$ cat src/rtl/serial_readout_mux.sv
// serial_readout_mux: captures NUM_CH parallel words and shifts the channels
// selected by ch_mask out MSB-first on sclk, back-to-back, with an optional
// even-parity bit per word. While idle it can pass the SPI register-readback
// bit straight through to serial_out.
module serial_readout_mux #(
  parameter int NUM_CH    = 8,
  parameter int WORD_W    = 8,
  parameter int PARITY_EN = 0,
  parameter int CNT_W     = 8,
  parameter int CH_W      = (NUM_CH > 1) ? $clog2(NUM_CH) : 1
) (
  input  logic                     sclk,
  input  logic                     rst,
  input  logic                     start,
  input  logic                     abort,
  input  logic                     src_sel,
  input  logic [NUM_CH-1:0]        ch_mask,
  input  logic [NUM_CH*WORD_W-1:0] raw_data,
  input  logic                     wr_serial_out,
  output logic                     serial_out,
  output logic [CNT_W-1:0]         load_cnt_ser,
  output logic [CH_W-1:0]          cur_ch,
  output logic                     busy,
  output logic                     done
);

  localparam logic [CNT_W-1:0] LAST_CNT = CNT_W'(WORD_W - 1 + PARITY_EN);
  localparam logic [CNT_W-1:0] WORD_CNT = CNT_W'(WORD_W);

  typedef enum logic {IDLE, SHIFT} state_t;

  state_t                    state, state_nxt;
  logic [NUM_CH*WORD_W-1:0]  shadow_data, data_nxt;
  logic [NUM_CH-1:0]         shadow_mask, mask_nxt;
  logic [CNT_W-1:0]          cnt_nxt;
  logic [CH_W-1:0]           ch_nxt;
  logic [CH_W-1:0]           lowest_ch;
  logic [CH_W-1:0]           higher_ch;
  logic                      higher_found;
  logic                      done_nxt;
  logic                      bit_q, bit_nxt;
  logic [WORD_W-1:0]         word_nxt;
  logic [WORD_W-1:0]         word_shifted;

  // Channel search: lowest set bit of the incoming mask, and the next set
  // shadow-mask bit above the channel currently being shifted.
  always_comb begin
    lowest_ch    = '0;
    higher_ch    = '0;
    higher_found = 1'b0;
    for (int unsigned i = NUM_CH; i > 0; i--) begin
      if (ch_mask[i-1]) lowest_ch = CH_W'(i - 1);
      if (shadow_mask[i-1] && ((i - 1) > 32'(cur_ch))) begin
        higher_found = 1'b1;
        higher_ch    = CH_W'(i - 1);
      end
    end
  end

  // Next-state, counter and channel sequencing.
  always_comb begin
    state_nxt = state;
    data_nxt  = shadow_data;
    mask_nxt  = shadow_mask;
    cnt_nxt   = load_cnt_ser;
    ch_nxt    = cur_ch;
    done_nxt  = 1'b0;
    case (state)
      IDLE: begin
        if (start) begin
          if (|ch_mask) begin
            state_nxt = SHIFT;
            data_nxt  = raw_data;
            mask_nxt  = ch_mask;
            cnt_nxt   = '0;
            ch_nxt    = lowest_ch;
          end else begin
            done_nxt = 1'b1;
          end
        end
      end
      SHIFT: begin
        if (abort) begin
          state_nxt = IDLE;
          cnt_nxt   = '0;
          ch_nxt    = '0;
        end else if (load_cnt_ser == LAST_CNT) begin
          cnt_nxt = '0;
          if (higher_found) begin
            ch_nxt = higher_ch;
          end else begin
            state_nxt = IDLE;
            ch_nxt    = '0;
            done_nxt  = 1'b1;
          end
        end else begin
          cnt_nxt = load_cnt_ser + 1'b1;
        end
      end
      default: state_nxt = IDLE;
    endcase
  end

  // Data bit for the coming cycle, taken from the next shadow word so the
  // registered bit lines up with the registered counter and channel.
  always_comb begin
    word_nxt     = WORD_W'(data_nxt >> (32'(ch_nxt) * WORD_W));
    word_shifted = word_nxt << cnt_nxt;
    bit_nxt      = 1'b0;
    if (state_nxt == SHIFT) begin
      if (cnt_nxt < WORD_CNT) bit_nxt = word_shifted[WORD_W-1];
      else                    bit_nxt = ^word_nxt;
    end
  end

  // State, shadow and output registers.
  always_ff @(posedge sclk) begin
    if (rst) begin
      state        <= IDLE;
      shadow_data  <= '0;
      shadow_mask  <= '0;
      load_cnt_ser <= '0;
      cur_ch       <= '0;
      done         <= 1'b0;
      bit_q        <= 1'b0;
    end else begin
      state        <= state_nxt;
      shadow_data  <= data_nxt;
      shadow_mask  <= mask_nxt;
      load_cnt_ser <= cnt_nxt;
      cur_ch       <= ch_nxt;
      done         <= done_nxt;
      bit_q        <= bit_nxt;
    end
  end

  // Output select: shifted data while busy, readback passthrough when idle.
  always_comb begin
    busy       = (state == SHIFT);
    serial_out = busy ? bit_q : (src_sel & wr_serial_out);
  end

endmodule
$ cat config.mk
export PLATFORM = sky130hd
export DESIGN_NAME = serial_readout_mux
export DESIGN_NICKNAME = d
export VERILOG_FILES = /design/src/rtl/serial_readout_mux.sv
export SDC_FILE = /design/constraint.sdc
export NUM_CORES = 1
export LEC_CHECK = 0
export CORE_UTILIZATION = 57
export CTS_BUF_LIST = sky130_fd_sc_hd__clkbuf_4 sky130_fd_sc_hd__clkbuf_8 sky130_fd_sc_hd__clkbuf_16
export DETAILED_ROUTE_END_ITERATION = 10
export PLACE_DENSITY = 0.86
export SLEW_MARGIN = 40
export SYNTH_ARGS = -nofsm -noshare
export SYNTH_HDL_FRONTEND = slang
export SYNTH_SLANG_ARGS = --single-unit
$ cat constraint.sdc
create_clock -name sclk -period 11 [get_ports sclk]
set_input_delay 3.3 -clock sclk [delete_from_list [all_inputs] [get_ports sclk]]
set_output_delay 3.3 -clock sclk [all_outputs]
set_load 0.02 [all_outputs]
==> Word-level counts from Yosys, hierarchy flattened <==
Cells that the tools add are included.
{ "classes": {"mux": 50, "n_eq_ne": 1, "n_addsub": 1, "bitwise": 3, "n_shift": 2, "order_cmp": 8, "reduce_logical": 11} }
{ "op_table": {"columns": ["cell", "count"], "rows": [
  ["$mux 64", 3],
  ["$shr 64x6->8", 1],
  ["$mux 3", 20],
  ["$mux 8", 4],
  ["$mux 1", 19],
  ["$pmux 8 s2", 1],
  ["$gt 3x3->1 const A", 4],
  ["$add 8x1->8 const B", 1],
  ["$eq 8x3->1 const B", 1],
  ["$lt 8x4->1 const B", 1],
  ["$reduce_or 8->1", 1],
  ["$reduce_xor 8->1", 1],
  ["$shl 8x8->8", 1],
  ["$logic_and 1x1->1", 7],
  ["$gt 2x3->1 const A", 2],
  ["$pmux 3 s2", 1],
  ["$pmux 1 s2", 2],
  ["$gt 1x3->1 const A", 1],
  ["$reduce_and 3->1", 1],
  ["$not 1->1", 2],
  ["$reduce_or 2->1", 1],
  ["$and 1x1->1", 1]
]} }
{ "totals": {"wordCells": 83, "in_bits": 78, "output_inout_bits": 14, "register_bits": 86} }

==> Depth between registers and ports, before layout <==
{ "depth": {"depth_word": 16, "mapped_depth": 17, "depth_no_buf": 13} }

==> Worst setup path after synthesis <==
Ideal clock, no wire load.
{ "synth_path": {"path_kind": "input to output", "startpoint": "input port src_sel", "endpoint": "output port serial_out", "t_required_ns": 7.700, "arrival_ns": 3.811, "n_path_buf": 0, "cell_stages": 2, "setup_slack_ns": 3.889, "path_cell_list": "nand2_1 > o21ai_0"} }
{ "synth_between": {"elab_chain_cells": 2} }
{ "synth_rtl": {"columns": ["item", "line_no", "text"], "rows": [
  ["start, declared", "16", "input logic src_sel,"],
  ["$and 1x1->1", "140", "serial_out = busy ? bit_q : (src_sel & wr_serial_out);"],
  ["$mux 1", "140", null],
  ["end, declared", "20", "output logic serial_out,"]
]} }
Every way passes these cells.

==> Final worst setup path <==
Same ends and word-level chain as after synthesis.

==> flow_summary.ini <==
[run_status]
status = finished clean

[clock_tree]
clk_pin_slew_ns = 0.09
post_cts_resized = 0
cts_root_buffer = clkbuf_8
cts_max_level = 3
ctsLongestPathBuffers = 2
cts.sinks = 85
postCtsSetupRepairBufs = 0
cts_tree = built
hold_buffers = 0
cts_buffers = 9
clk_latency_ns = 0.36

[setup_path]
crit_path_max_fanout = 1
critPathArrivalTime_ns = 4.55
crit_required_ns = 7.70
crit_path_start_kind = primary input
cp-startpoint = src_sel
path_class = in2out
endpoint_kind = primary output
reg2reg_from = load_cnt_ser[0]
reg2reg_depth = 12

[timing]
worstMarginPinSlew_ns = 0.786
hold_viol_final = 0
fin_crit_ns = 7.85
finalSetupViolCount = 0
rsz0062_at_grt = no
fin_crit_sh_pct = 71.3
maxSlewHeadroom_pct = 46.3
fmax_mhz = 127
clock_skew_ns = 0.00962
slew_violations = 0
fin_setup_tns_ns = 0

[power_and_ir_drop]
combPwrFrac_pct = 26.0
ir_drop_v = 0.0000869
total_leakage_power_nw = 2.35
report.power.total_uw = 724
powerDensity_nw_per_um2 = 123
swShare_pct = 31.5
p_int_uw = 496
p_switching_uw = 228
clockPowerShare_pct = 27.7
seqPwrFrac_pct = 46.3

[layout]
drive_gt1_share_pct = 8.93
multi_input_area_sq_um = 2920
final_nets = 746
antenna_cells = 0
area_growth_pct = 22.1
sequential_cell_area_sq_um = 1700
fillers = 648

[yosys]
synth_area_leaders = dfxtp_1, nand2_1, mux2i_1
syn_inst = 596
synthFlopType = dfxtp_1
syn_nets = 675
synthesis.area_sq_um = 4830
synth_top_area_share_pct = 35.3
synth_largest_area_cell = dfxtp_1
yosysMostFrequentCell = nand2_1
yosysSeqAreaShare_pct = 35.3
synth_common_cells = nand2_1, dfxtp_1, a21oi_1, nor2_1, mux2i_1
ys.warnings.count = 0
synth-edff-count = 0
async_flop_share_pct = 0
ys_types = 82
synth-seq-cells = 85
avgSynthCellArea_sq_um = 8.10

[min_path]
min_path_type = reg2reg
worstHoldStart = shadow_data[39]
hold-path-cell-count = 2

[detailed_routing]
vias_per_cell = 6.12
antenna_left = 0
wl_um = 12900
wl_per_cell_um = 16.6
firstDrtPassIters = 5
remaining_drc_errors = 0
drt_iter0_markers = 326
vias = 4753

[grt]
antenna_found_initial = 0
grt_pass1_wl_um = 20800
grt_max_degree = 85
grt_pass1_vias = 4343
globalRouteOverflowTotal = 0
grt_use_total_pct = 30.1

[placement]
io_buffer_count = 91
post-dp-hpwl_um = 9040
gp_congestion = 0.890

[floorplan]
row_count = 33
dieHeight_um = 94.0
die_w_um = 94.0
start_util_pct = 58.7
ios = 92
core_sq_um = 8220
dieArea_sq_um = 8840

[run]
drv_cap = 0
==> power by group through the flow <==
stage	registers (mW)	logic [mW]	clock network (mW)
final	0.336	0.188	0.200
after global routing	0.337	0.203	0.215
after CTS	0.335	0.187	0.203
after detailed placement	0.342	0.186	0
after global placement	0.341	0.181	0
after floorplan	0.340	0.129	0
==> per-layer routing <==
| layer | track usage [%] | share of wire (%) | vias up |
|---|---|---|---|
| met5 | 0 | 0 | - |
| met4 | 12.8 | 1.8 | 0 |
| met3 | 4.13 | 6.4 | 20 |
| met2 | 50.2 | 48 | 212 |
| met1 | 38.7 | 44 | 2251 |
| li1 | - | - | 2270 |
==> sequential cells by signal (all words and copies together) (netlist names) <==
name          cells
cur_ch            3
load_cnt_ser      8
shadow_mask       7
bit_q             1
shadow_data      64
done              1
busy              1
==> path summary, 6_finish.rpt <==
path                                   endpoint  slack [ns]
worst min-delay path            shadow_data[39]        0.46
worst min register to register  shadow_data[39]        0.46
worst max-delay path                 serial_out        3.15
worst max register to register            bit_q        6.61
==> critical path: stages <==
cell	delay (ns)
clkdlybuf4s50_1	0.46
nand2_1	0.04
o21ai_0	0.13
clkdlybuf4s50_1	0.62
==> layout make-up <==
cell class	instances	share of cell area (%)
clock buffers	9	2.10
clock inverters	7	0.828
inverters	8	0.510
multi-input cells	469	49.6
flip-flops and latches	85	28.9
well taps	105	2.23
repair buffers	94	15.9
==> through the flow <==
stage                     instance area, sq um  std cells  setup WS (ns)  hold slack (ns)  utilization [%]
after floorplan                           4830        596           3.89            0.432                -
after global placement                    5710        761           3.15            0.440             69.5
after detailed placement                  5720        761           3.14            0.451             69.6
after CTS                                 5890        777           3.14            0.464             71.7
after global routing                      5890        777           3.08            0.481             71.7
final                                     5890        777           3.15            0.463             71.7
==> logic make-up (layout without fill, tap and decap cells) <==
| group | after synthesis | after routing | share of synthesized area [%] |
|---|---|---|---|
| buffers and inverters | 42 | 118 | 4.61 |
| AND/OR/NAND/NOR | 264 | 264 | 26.0 |
| XOR/XNOR | 6 | 6 | 1.81 |
| adder cells (fa/ha/maj) | 1 | 1 | 0.259 |
| flip-flops | 85 | 85 | 35.3 |
| multiplexers | 39 | 39 | 8.09 |
| AO/OA/AOI/OAI | 159 | 159 | 24.0 |
==> layout by cell type (no fill, tap or decap), drive strengths merged, types with 3 or more instances in the layout <==
cell type | netlist | final
dfxtp | 85 | 85
o21ai | 21 | 21
o32ai | 5 | 5
o22ai | 11 | 11
xnor2 | 4 | 4
a21oi | 69 | 69
nand2 | 135 | 135
clkdlybuf4s50 | 0 | 90
and3 | 7 | 7
mux2i | 39 | 39
o211ai | 4 | 4
nor3 | 5 | 5
a2111oi | 3 | 3
buf | 22 | 4
clkbuf | 12 | 9
a32oi | 7 | 7
nand4 | 5 | 5
a21boi | 4 | 4
nor2 | 65 | 65
inv | 8 | 10
a21o | 3 | 3
a22oi | 6 | 6
or4 | 3 | 3
and4 | 3 | 3
nor2b | 6 | 6
nand3b | 4 | 4
nand3 | 17 | 17
nor4 | 5 | 5
clkinv | 0 | 4
Note: power is estimated with default switching activity, not from simulation.
